--- config.mk ---
export PLATFORM = sky130hd
export DESIGN_NAME = rs232_mem_cmd_ctrl
export DESIGN_NICKNAME = d
export VERILOG_FILES = /design/src/rtl/rs232_mem_cmd_ctrl.sv
export SDC_FILE = /design/constraint.sdc
export NUM_CORES = 1
export LEC_CHECK = 0
export CAP_MARGIN = 10
export CORE_ASPECT_RATIO = 0.5
export CORE_MARGIN = 2
export CORE_UTILIZATION = 62
export CTS_CLUSTER_DIAMETER = 200
export DETAILED_ROUTE_END_ITERATION = 6
export DONT_BUFFER_PORTS = 1
export PLACE_DENSITY = 0.8
export RECOVER_POWER = 50
export SLEW_MARGIN = 0
export SYNTH_ARGS = -nofsm -noshare
export SYNTH_HDL_FRONTEND = slang
export SYNTH_SLANG_ARGS = --single-unit
--- constraint.sdc ---
create_clock -name clk -period 2.2 [get_ports clk]
set_input_delay 0.22 -clock clk [delete_from_list [all_inputs] [get_ports clk]]
set_output_delay 0.22 -clock clk [all_outputs]
set_load 0.01 [all_outputs]
--- src/rtl/rs232_mem_cmd_ctrl.sv ---
// Byte-stream command parser sitting between the RS232 receiver/transmitter and a
// 16K x 8 memory macro: 'W' hi lo data writes a byte and answers ACK, 'R' hi lo answers the byte read.
module rs232_mem_cmd_ctrl #(
    parameter logic [7:0] CMD_WR   = 8'h57,
    parameter logic [7:0] CMD_RD   = 8'h52,
    parameter logic [7:0] ACK_BYTE = 8'h06,
    parameter int         TO_W     = 16,
    parameter int         TIMEOUT  = 50000
) (
    input  logic        clk,
    input  logic        rst,
    input  logic [7:0]  rx_data,
    input  logic        rx_valid,
    output logic [7:0]  tx_data,
    output logic        tx_valid,
    input  logic        tx_ready,
    output logic [13:0] mem_addr,
    output logic        mem_write,
    output logic [7:0]  mem_data_in,
    input  logic [7:0]  mem_data_out,
    output logic        busy,
    output logic        err
);

    // Handshake: a tx byte transfers at a clk edge where tx_valid & tx_ready are both high;
    // once tx_valid rises, tx_valid and tx_data hold unchanged until that transfer edge.
    typedef enum logic [2:0] {
        IDLE    = 3'd0,
        AHI     = 3'd1,
        ALO     = 3'd2,
        DAT     = 3'd3,
        WR_DONE = 3'd4,
        RD_WAIT = 3'd5,
        RD_CAP  = 3'd6,
        TX      = 3'd7
    } state_t;

    localparam logic [TO_W-1:0] TO_LAST = TO_W'(TIMEOUT - 1);

    state_t          state_q;
    logic            op_wr_q;
    logic [5:0]      ahi_q;
    logic [TO_W-1:0] to_cnt_q;
    logic [TO_W-1:0] to_cnt_d;
    logic            to_expire;
    logic [7:0]      tx_data_q;
    logic            tx_valid_q;
    logic [13:0]     mem_addr_q;
    logic            mem_write_q;
    logic [7:0]      mem_data_in_q;
    logic            busy_q;
    logic            err_q;

    // Inter-byte idle counter: only runs while waiting for the rest of a command,
    // and an arriving byte on the expiry cycle takes priority over the timeout.
    always_comb begin
        to_cnt_d  = '0;
        to_expire = 1'b0;
        if ((state_q == AHI || state_q == ALO || state_q == DAT) && !rx_valid) begin
            if (TIMEOUT != 0 && to_cnt_q == TO_LAST) begin
                to_expire = 1'b1;
            end else begin
                to_cnt_d = to_cnt_q + 1'b1;
            end
        end
    end

    always_ff @(posedge clk) begin
        if (rst) begin
            state_q       <= IDLE;
            op_wr_q       <= 1'b0;
            ahi_q         <= '0;
            to_cnt_q      <= '0;
            tx_data_q     <= '0;
            tx_valid_q    <= 1'b0;
            mem_addr_q    <= '0;
            mem_write_q   <= 1'b0;
            mem_data_in_q <= '0;
            busy_q        <= 1'b0;
            err_q         <= 1'b0;
        end else begin
            err_q    <= 1'b0;
            to_cnt_q <= to_cnt_d;
            case (state_q)
                IDLE: begin
                    if (rx_valid) begin
                        if (rx_data == CMD_WR || rx_data == CMD_RD) begin
                            op_wr_q <= (rx_data == CMD_WR);
                            state_q <= AHI;
                            busy_q  <= 1'b1;
                        end else begin
                            err_q <= 1'b1;
                        end
                    end
                end
                AHI: begin
                    if (rx_valid) begin
                        ahi_q   <= rx_data[5:0];
                        state_q <= ALO;
                    end else if (to_expire) begin
                        err_q   <= 1'b1;
                        state_q <= IDLE;
                        busy_q  <= 1'b0;
                    end
                end
                ALO: begin
                    if (rx_valid) begin
                        mem_addr_q <= {ahi_q, rx_data};
                        state_q    <= op_wr_q ? DAT : RD_WAIT;
                    end else if (to_expire) begin
                        err_q   <= 1'b1;
                        state_q <= IDLE;
                        busy_q  <= 1'b0;
                    end
                end
                DAT: begin
                    if (rx_valid) begin
                        mem_data_in_q <= rx_data;
                        mem_write_q   <= 1'b1;
                        state_q       <= WR_DONE;
                    end else if (to_expire) begin
                        err_q   <= 1'b1;
                        state_q <= IDLE;
                        busy_q  <= 1'b0;
                    end
                end
                WR_DONE: begin
                    mem_write_q <= 1'b0;
                    tx_data_q   <= ACK_BYTE;
                    tx_valid_q  <= 1'b1;
                    state_q     <= TX;
                    err_q       <= rx_valid;
                end
                RD_WAIT: begin
                    // The macro registers the read address at this edge; data is usable next cycle.
                    state_q <= RD_CAP;
                    err_q   <= rx_valid;
                end
                RD_CAP: begin
                    tx_data_q  <= mem_data_out;
                    tx_valid_q <= 1'b1;
                    state_q    <= TX;
                    err_q      <= rx_valid;
                end
                TX: begin
                    err_q <= rx_valid;
                    if (tx_valid_q && tx_ready) begin
                        tx_valid_q <= 1'b0;
                        state_q    <= IDLE;
                        busy_q     <= 1'b0;
                    end
                end
                default: begin
                    state_q <= IDLE;
                    busy_q  <= 1'b0;
                end
            endcase
        end
    end

    assign tx_data     = tx_data_q;
    assign tx_valid    = tx_valid_q;
    assign mem_addr    = mem_addr_q;
    assign mem_write   = mem_write_q;
    assign mem_data_in = mem_data_in_q;
    assign busy        = busy_q;
    assign err         = err_q;

endmodule

* Yosys cells after proc, flatten, opt, wreduce, memory -nomap -nowiden
Index checks and enable logic that the tools add are counted.
** Storage, ports and cells
- Output and inout port bits :: 34
- Flip-flop bits (word level) :: 60
- Input port bits :: 20
** Cells by class
- Add/subtract/negate cells :: 1
- Reductions and logical operators :: 23
- Bitwise logic cells :: 1
- Multiplexer cells :: 26
- Equal/unequal tests :: 16
** Operators by type and width (count)
- $mux W3 :: 8
- $pmux W3 S7 :: 1
- $add A16 B1 Y16 const B :: 1
- $eq A16 B16 Y1 const B :: 1
- $eq A8 B7 Y1 const B :: 2
- $pmux W8 S2 :: 1
- $eq A3 B3 Y1 const B :: 4
- $mux W1 :: 12
- $ne A2 B2 Y1 const B :: 5
- $reduce_and A2 Y1 :: 5
- $eq A3 B2 Y1 const B :: 2
- $pmux W1 S3 :: 2
- $reduce_and A3 Y1 :: 2
- $reduce_and A6 Y1 :: 1
- $reduce_bool A2 Y1 :: 3
- $reduce_or A3 Y1 :: 2
- $pmux W1 S2 :: 2
- $reduce_or A4 Y1 :: 1
- $eq A3 B1 Y1 const B :: 1
- $logic_not A3 Y1 :: 1
- $logic_or A1 B1 Y1 :: 3
- $reduce_bool A3 Y1 :: 1
- $logic_and A1 B1 Y1 :: 2
- $ne A2 B1 Y1 const B :: 1
- other kinds (3) :: 3

* Logic depth before layout (Yosys ltp)
Gate-level depths: netlist of the first run.
- Depth in word-level cells :: 8
- Depth in mapped cells :: 7
- Depth with buffers taken out :: 5

* Worst setup path before layout of the first run
No wires, ideal clock.
- Kind :: register -> register
- From :: reg to_cnt_q[0]
- To :: reg to_cnt_q[10]
- Cell stages (with the launch flop) :: 8
- Path buffers :: 2
- Path slack :: 518 ps
- Arrival time :: 1618 ps
- Data required time :: 2136 ps
- Cells stage by stage :: dfxtp_1 -> ha_1 -> and3_1 -> and4_4 -> or3b_1 -> buf_6 -> buf_6 -> nor2_1
** On the way
- Longest elaborated chain between the ends :: 2
** Ends and longest elaborated chain
- from (decl) :: line 43 : logic [TO_W-1:0] to_cnt_q;
- from (signal assigned) :: line 83 : to_cnt_q <= to_cnt_d;
- branches (longest 2 deep; another with $add A16 B1 Y16)
Several ways; the timed one is not identified.
A chain may end at the register's enable or synchronous reset.

* Worst setup path after layout of the first run
- From :: reg state_q[2]
- To :: reg mem_data_in_q[6] (netlist: mem_data_in[6])
** On the way
- Longest elaborated chain between the ends :: 2
** Ends and longest elaborated chain
- from (decl) :: line 40 : state_t state_q;
- from (signal assigned) :: line 109 : state_q <= op_wr_q ? DAT : RD_WAIT;
- $eq A3 B2 Y1 :: line 84 : case (state_q)
- $reduce_and A2 Y1 (no line)
- to (signal assigned) :: line 118 : mem_data_in_q <= rx_data;
- to (decl) :: line 50 : logic [7:0] mem_data_in_q;
No other way between the ends.

==> flow_metrics.env, run 1 <==
export IMPL_final_cell_mix="dfxtp_1, nand2_1, a21oi_1"
export IMPL_syn_area_per_cell_um2=8.47
export IMPL_antenna_found_initial=0
export IMPL_synth_top_area_share=0.489
export IMPL_io_pins=54
export IMPL_finClkSkew_ns=0.00902
export IMPL_finalCriticalPeriod_ns=1.94
export IMPL_grt_pass1_vias=1941
export IMPL_cts_root_buf="clkbuf_8"
export IMPL_worstMarginPinSlew_ns=0.702
export IMPL_final_setup_viol_count=0
export IMPL_synth_cells=290
export IMPL_synth_nets=311
export IMPL_cts_buffer_depth=2
export IMPL_startpoint_type="flop"
export IMPL_clk_pin_slew_worst_paths_ns=0.07
export IMPL_post_cts_buffers=0
export IMPL_slew_headroom=0.531
export IMPL_yosysWarningCount=0
export IMPL_grt_max_degree=45
export IMPL_drv_slew=0
export IMPL_cts_sinks=60
export IMPL_end_kind="flop"
export IMPL_met3_usage=0.148
export IMPL_dr_total_vias=2034
export IMPL_start_util=0.639
export IMPL_drt_first_pass_iters=4
export IMPL_cp_max_fo=17
export IMPL_period_share=0.881
export IMPL_die_h_um=48.5
export IMPL_synthTopCellsByArea="dfxtp_1, nand2_1, a21oi_1"
export IMPL_tns_ns=0
export IMPL_syn_area_mm2=0.00246
export IMPL_place_congestion=0.867
export IMPL_use_met1=0.289
export IMPL_yosysSeqAreaShare=0.489
export IMPL_synth_cell_type_count=40
export IMPL_die_x_um=93.0
export IMPL_vdd_ir_drop_max_mv=0.559
export IMPL_num_antenna_cells=0
export IMPL_status="completed"
export IMPL_dpl_hpwl_um=3480
export IMPL_placed_area_mm2=0.00245
export IMPL_area_delta_synth_final_pct=12.9
export IMPL_routed_via_density=5.75
export IMPL_overflow=0
export IMPL_drive_above_1_share=0.0800
export IMPL_busiest_layer="met2"
export IMPL_drc_errors=0
export IMPL_ys_async_sr_fraction=0
export IMPL_p_leak_nw=0.910
export IMPL_grt_met2_usage=0.426
export IMPL_hold_class="in2reg"
export IMPL_clkLatencyLatePin_ns=0.34
export IMPL_finalPower_mw=2.28
export IMPL_synth_seq_cells=60
export IMPL_grt_util_all_layers=0.256
export IMPL_initialDrtViolationCount=218
export IMPL_finish_instance_area_mm2=0.00277
export IMPL_die_area_mm2=0.00451
export IMPL_cts_buffers_inserted=9
export IMPL_critPathArrivalTime_ns=2.23
export IMPL_core_mm2=0.00384
export IMPL_synth_top_area_cell="dfxtp_1"
export IMPL_ys_flop_type="dfxtp_1"
export IMPL_cts_tree="done"
export IMPL_maxCapViolations=0
export IMPL_port_buffers=0
export IMPL_hold_viol_final=0
export IMPL_nets=316
export IMPL_drt_antenna_violating_nets=0
export IMPL_path_class="reg2reg"
export IMPL_max_freq_ghz=0.516
export IMPL_final_common_cell="dfxtp_1"
export IMPL_rsz0062_at_grt="no"
export IMPL_grt_pass1_wl_um=8800
export IMPL_powerDensity_mw_per_mm2=822
export IMPL_routedWlPerCell_um=15.4
export IMPL_cp_data_required_time_ns=2.49
export IMPL_cts_max_level=3
export IMPL_finalWirelength_um=5440
export IMPL_synth_edf_count=0
export IMPL_row_count=16
## synth_stat cells, drive strengths merged (3+ instances only)
cell type / instances
xnor2: 5
nor3: 6
nor4b: 3
mux2i: 7
nand2: 56
o21ai: 4
clkbuf: 13
a21oi: 36
nand4: 5
dfxtp: 60
and3: 3
nor2b: 4
buf: 4
and4: 5
xor2: 8
nand3: 18
or3: 3
nor3b: 3
nor2: 28
## where the power goes
group	total (mW)	leakage, nW	internal [mW]	switching (mW)
Sequential	1.12	0.484	1.10	0.0205
Clock	1.07	0.102	0.637	0.429
Combinational	0.0931	0.324	0.0382	0.0550
## path summary, 6_finish.rpt
kind | from | to | slack, ns | cells after the start
max | state_q[2] | mem_data_in[6] | 0.26 | 5
min | rx_data[7] | mem_data_in[7] | 0.02 | 2
max reg2reg | state_q[2] | mem_data_in[6] | 0.26 | 5
min reg2reg | ahi_q[1] | mem_addr[9] | 0.46 | 2
## registers in the layout, indices dropped and copies added, names as in the netlist
name and count:
tx_valid 1, ahi_q 6, mem_write 1, busy 1
mem_data_in 8, op_wr_q 1, to_cnt_q 16, err 1
tx_data 8, mem_addr 14, state_q 3
## cell type report
type | instances | area (um^2)
Clock buffer | 10 | 128
Clock inverter | 6 | 88.8
Fill cell | 294 | 1070
Inverter | 1 | 3.75
Multi-Input combinational cell | 212 | 1170
Sequential cell | 60 | 1200
Tap cell | 54 | 67.6
Timing Repair Buffer | 11 | 114
## metal layers
metal | share of wire | vias up
li1 | - | 1005
met1 | 0.42 | 953
met2 | 0.48 | 68
met3 | 0.083 | 8
met4 | 0.010 | 0
met5 | 0 | -
## repair_timing
item | CTS | global route
endpoints found under the hold margin | 44 | 1
setup endpoints to repair | 0 | 1
gates resized for setup | 0 | 1
hold buffers | 9 | 1
## worst max-delay path: stages (launching register included)
cell	delay, ns
dfxtp_1	0.66
nor2b_1	0.14
nand3_1	0.29
nand2_1	0.09
a21oi_1	0.14
dlygate4sd3_1	0.56
## logic make-up (layout without fill, tap and decap cells)
logic type	Yosys count	in the layout	share of synthesized area
multiplexers	7	7	0.0285
AO/OA/AOI/OAI	48	48	0.108
XOR/XNOR	13	13	0.0464
adder cells (fa/ha/maj)	1	1	0.00509
buffers and inverters	18	28	0.0346
AND/OR/NAND/NOR	143	143	0.288
flip-flops	60	60	0.489
## through the flow
step                       util  setup slack (ns)  std cells  hold WS [ns]
after floorplan               -             0.518        290         0.356
after global placement    0.637             0.412        328         0.298
after detailed placement  0.637             0.335        328         0.300
after CTS                 0.720             0.224        353       0.00682
after global routing      0.721            0.0728        354      0.000750
final                     0.721             0.262        354        0.0217
(Power assumes the default switching activity.)
==> run 2: changes to the inputs <==
- MAX_ROUTING_LAYER: not set -> met4
==> run 2 against run 1 <==
Compared with the run above:
- power about the same
- via count up 0.69%
- first-iteration DRC count is 5.5% lower
- count of clock-buffer cells in the layout did not move
- clock skew is essentially flat
- sequential cell count is the same
- die area did not move
- clock power about the same
- sequential share of layout area up 0.16 points
- worst setup slack lost 0.0068 ns
- wire length shrank 1.2%
==> flow_metrics.env, run 2 (synthesized netlist as in run 1, its figures left out) <==
export IMPL_status="completed"
export IMPL_overflow=0
export IMPL_worstMarginPinSlew_ns=0.694
export IMPL_layout_cells_non_filler=353
export IMPL_power_frac_seq=0.491
export IMPL_dp_slack_ns=0.335
export IMPL_finClkSkew_ns=0.00891
export IMPL_path_class="reg2reg"
export IMPL_min_from="rx_data[3]"
export IMPL_placed_area_mm2=0.00245
export IMPL_p_comb_frac=0.040
export IMPL_cts_buffer_depth=2
export IMPL_io_pins=54
export IMPL_top_register="to_cnt_q"
export IMPL_setup_ws_ns=0.255
export IMPL_grt_met2_usage=0.426
export IMPL_tns_ns=0
export IMPL_grt_pass1_vias=1946
export IMPL_drv_slew=0
export IMPL_hold_class="in2reg"
export IMPL_place_congestion=0.881
export IMPL_internal_power_mw=1.77
export IMPL_cp_startpoint="state_q[2]"
export IMPL_max_freq_ghz=0.514
export IMPL_period_share=0.884
export IMPL_regArea_mm2=0.00120
export IMPL_die_h_um=48.5
export IMPL_drt_antenna_violating_nets=0
export IMPL_hold_viol_final=0
export IMPL_port_buffers=0
export IMPL_cts_buffers_inserted=9
export IMPL_antenna_found_initial=0
export IMPL_busiest_layer="met2"
export IMPL_finalPower_mw=2.28
export IMPL_startpoint_type="flop"
export IMPL_final_common_cell="dfxtp_1"
export IMPL_grt_util_all_layers=0.262
export IMPL_start_util=0.639
export IMPL_cp_top_family="flip-flops"
export IMPL_area_delta_synth_final_pct=12.5
export IMPL_use_met1=0.289
export IMPL_grt_max_degree=45
export IMPL_clk_pin_slew_worst_paths_ns=0.07
export IMPL_nets=315
export IMPL_row_count=16
export IMPL_fin_util=0.719
export IMPL_clkLatencyLatePin_ns=0.35
export IMPL_slew_headroom=0.537
export IMPL_r2r_start="state_q[2]"
export IMPL_die_area_mm2=0.00451
export IMPL_final_setup_viol_count=0
export IMPL_powerDensity_mw_per_mm2=825
export IMPL_cts_tree="done"
export IMPL_core_mm2=0.00384
export IMPL_cp_max_fo=17
export IMPL_path_cells="nor2b_1 > nand3_1 > nand2_1 > a21oi_1 > dlygate4sd3_1"
export IMPL_crit_slowest_cell="dfxtp_1"
export IMPL_finalCriticalPeriod_ns=1.94
export IMPL_maxCapViolations=0
export IMPL_finish_instance_area_mm2=0.00276
export IMPL_switching_share=0.222
export IMPL_power_switching_mw=0.506
export IMPL_vdd_ir_drop_max_mv=0.557
export IMPL_dp_cells=328
export IMPL_routedWlPerCell_um=15.2
export IMPL_routed_via_density=5.80
export IMPL_drive_above_1_share=0.0803
export IMPL_p_leak_nw=0.906
export IMPL_slowest_delay_ns=0.66
export IMPL_rsz0062_at_grt="no"
export IMPL_fillers=296
export IMPL_dpl_hpwl_um=3480
export IMPL_drt_first_pass_iters=4
export IMPL_largest_reg_flops=16
export IMPL_met3_usage=0.129
export IMPL_grt_pass1_wl_um=8800
export IMPL_num_antenna_cells=0
export IMPL_cp_data_required_time_ns=2.49
export IMPL_dr_total_vias=2048
export IMPL_initialDrtViolationCount=206
export IMPL_holdWs_ns=0.0152
export IMPL_cts_max_level=3
export IMPL_pwr_share_clk=0.469
export IMPL_final_cell_mix="dfxtp_1, nand2_1, a21oi_1"
export IMPL_crit_buf_inv=1
export IMPL_critPathArrivalTime_ns=2.24
export IMPL_die_x_um=93.0
export IMPL_cts_sinks=60
export IMPL_finalWirelength_um=5380
export IMPL_r2r_slack_ns=0.26
export IMPL_end_kind="flop"
export IMPL_drc_errors=0
export IMPL_cts_root_buf="clkbuf_8"
export IMPL_multi_input_area_mm2=0.00117
==> run 2: worst paths after layout <==
path / end / depth (start not counted)
hold reg to reg: mem_addr[9] / 2
hold / removal: mem_data_in[3] / 2
setup / recovery: mem_data_in[6] / 5
setup reg to reg: mem_data_in[6] / 5
==> run 2: what timing repair did <==
| item | CTS | global route |
|---|---|---|
| gates resized for setup | 0 | 1 |
| setup buffers | 0 | 0 |
| endpoints found under the hold margin | 44 | 0 |
| endpoints found under the setup margin | 0 | 1 |
| hold buffers | 9 | 0 |
==> run 2: power by group through the flow <==
stage | sequential [mW] | clock, mW | combinational [mW]
finish | 1.12 | 1.07 | 0.0915
global route | 1.12 | 1.14 | 0.0999
CTS | 1.12 | 1.09 | 0.0905
detailed placement | 1.14 | 0 | 0.0624
global placement | 1.14 | 0 | 0.0595
floorplan | 1.14 | 0 | 0.0735
==> run 2: final cells by class <==
type | count | share of cell area
clock inverter | 6 | 0.0322
clock buffer | 10 | 0.0462
timing repair buffer | 10 | 0.0376
multi-input combinational | 212 | 0.423
inverter | 1 | 0.00136
tap | 54 | 0.0245
sequential | 60 | 0.435
==> run 2: per-layer routing <==
metal | share of wire | vias up
met5 | 0 | -
met4 | 0.014 | 0
met3 | 0.073 | 10
met2 | 0.49 | 69
met1 | 0.42 | 965
li1 | - | 1004
==> run 3: changes to the inputs <==
- PLACE_DENSITY: 0.8 -> 0.77
==> run 3 against run 2 <==
Compared with the run above:
- hold slack worse by 0.0074 ns
- sequential cell count stayed put
- final cell count is 2.0% lower
- combinational power is 13% lower
- global-route usage is 2.2 points lower
- clock skew is 0.0021 ns lower
- via count is 3.2% lower
- maximum frequency is 1.9% higher
- non-clock buffer count is 6 lower
- worst setup slack better by 0.036 ns
- count of clock-buffer cells in the layout is 1 higher
- sequential power hardly changed
- largest cell class unchanged
==> flow_metrics.env, run 3 (synthesized netlist as in run 1, its figures left out) <==
export IMPL_fillers=313
export IMPL_critPathArrivalTime_ns=2.16
export IMPL_row_count=16
export IMPL_setup_ws_ns=0.292
export IMPL_drt_antenna_violating_nets=0
export IMPL_min_from="rx_data[1]"
export IMPL_final_cell_mix="dfxtp_1, nand2_1, a21oi_1"
export IMPL_post_cts_buffers=0
export IMPL_die_h_um=48.5
export IMPL_antenna_found_initial=0
export IMPL_tns_ns=0
export IMPL_max_freq_ghz=0.524
export IMPL_hold_end="mem_data_in[1]"
export IMPL_end_kind="flop"
export IMPL_whs_path_depth=2
export IMPL_core_mm2=0.00384
export IMPL_cp_max_fo=16
export IMPL_grt_pass1_wl_um=8220
export IMPL_r2r_worst_path_cells=5
export IMPL_r2r_start="to_cnt_q[0]"
export IMPL_status="completed"
export IMPL_internal_power_mw=1.59
export IMPL_cts_sinks=60
export IMPL_cp_data_required_time_ns=2.45
export IMPL_vdd_ir_drop_max_mv=0.388
export IMPL_dpl_hpwl_um=3360
export IMPL_p_comb_frac=0.039
export IMPL_num_antenna_cells=0
export IMPL_dr_total_vias=1982
export IMPL_cts_root_buf="clkbuf_8"
export IMPL_grt_pass1_vias=1885
export IMPL_drive_above_1_share=0.0788
export IMPL_regArea_mm2=0.00120
export IMPL_timing_rr_end="to_cnt_q[14]"
export IMPL_overflow=0
export IMPL_die_area_mm2=0.00451
export IMPL_finClkSkew_ns=0.00680
export IMPL_start_util=0.639
export IMPL_dp_slack_ns=0.341
export IMPL_p_leak_nw=0.863
export IMPL_switching_share=0.231
export IMPL_place_congestion=0.853
export IMPL_top_register="to_cnt_q"
export IMPL_cts_hold_buffers=1
export IMPL_cts_buffer_depth=2
export IMPL_finalPower_mw=2.07
export IMPL_slew_headroom=0.544
export IMPL_clkLatencyLatePin_ns=0.33
export IMPL_io_pins=54
export IMPL_final_common_cell="dfxtp_1"
export IMPL_cts_max_level=3
export IMPL_finalCriticalPeriod_ns=1.91
export IMPL_port_buffers=0
export IMPL_grt_max_degree=45
export IMPL_power_switching_mw=0.478
export IMPL_period_share=0.867
export IMPL_worstMarginPinSlew_ns=0.684
export IMPL_cts_tree="done"
export IMPL_dp_cells=328
export IMPL_hold_class="in2reg"
export IMPL_multi_input_area_mm2=0.00117
export IMPL_area_delta_synth_final_pct=8.30
export IMPL_r2r_slack_ns=0.29
export IMPL_routed_via_density=5.73
export IMPL_final_setup_viol_count=0
export IMPL_grt_util_all_layers=0.239
export IMPL_rsz0062_at_grt="no"
export IMPL_routedWlPerCell_um=14.1
export IMPL_drc_errors=0
export IMPL_holdWs_ns=0.00785
export IMPL_nets=309
export IMPL_initialDrtViolationCount=145
export IMPL_powerDensity_mw_per_mm2=777
export IMPL_path_class="reg2reg"
export IMPL_maxCapViolations=0
export IMPL_drv_slew=0
export IMPL_die_x_um=93.0
export IMPL_startpoint_type="flop"
export IMPL_layout_cells_non_filler=346
export IMPL_hold_viol_final=0
export IMPL_clk_pin_slew_worst_paths_ns=0.07
export IMPL_pwr_share_clk=0.420
export IMPL_drt_first_pass_iters=4
export IMPL_cts_resized=0
export IMPL_cts_buffers_inserted=9
export IMPL_finalWirelength_um=4890
export IMPL_power_frac_seq=0.542
export IMPL_largest_reg_flops=16
-- run 3: cell type report --
type | count | share of cell area
Clock buffer | 11 | 0.0569
Clock inverter | 4 | 0.00941
Inverter | 1 | 0.00141
Multi-Input combinational cell | 212 | 0.439
Sequential cell | 60 | 0.452
Tap cell | 54 | 0.0254
Timing Repair Buffer | 4 | 0.0165
-- run 3: critical path, stage by stage (launching register included) --
cell and delay [ns]:
dfxtp_1 0.35, ha_1 0.26, and3_1 0.21, and4_1 0.19
or3b_1 0.59, a21oi_1 0.21
-- run 3: worst max-delay path by stage --
stage	from	end	slack, ns	depth (start not counted)
2_1_floorplan	to_cnt_q[0]	to_cnt_q[10]	0.52	7
3_3_place_gp	to_cnt_q[0]	to_cnt_q[15]	0.41	5
3_5_place_dp	to_cnt_q[0]	to_cnt_q[14]	0.34	5
4_1_cts	to_cnt_q[0]	to_cnt_q[14]	0.33	5
5_1_grt	to_cnt_q[0]	to_cnt_q[14]	0.14	5
6_report	to_cnt_q[0]	to_cnt_q[14]	0.29	5
-- run 3: layer usage --
metal	GRT usage	up-vias	share of wire
met1	0.283	916	0.44
met2	0.370	63	0.45
li1	-	992	-
met4	0.0784	0	0.016
met5	-	-	0
met3	0.106	11	0.091
-- run 3: power by group through the flow --
stage               clock [mW]  sequential [mW]  combinational (mW)
floorplan                    0             1.14              0.0735
global placement             0             1.14              0.0601
detailed placement           0             1.14              0.0623
CTS                      0.882             1.12              0.0782
global route             0.941             1.12              0.0883
finish                   0.868             1.12              0.0799
-- run 3: through the flow --
| stage | area [um^2] | utilization |
|---|---|---|
| CTS | 2650 | 0.688 |
| floorplan | 2460 | - |
| global placement | 2450 | 0.637 |
| detailed placement | 2450 | 0.637 |
| finish | 2660 | 0.692 |
| global route | 2660 | 0.692 |
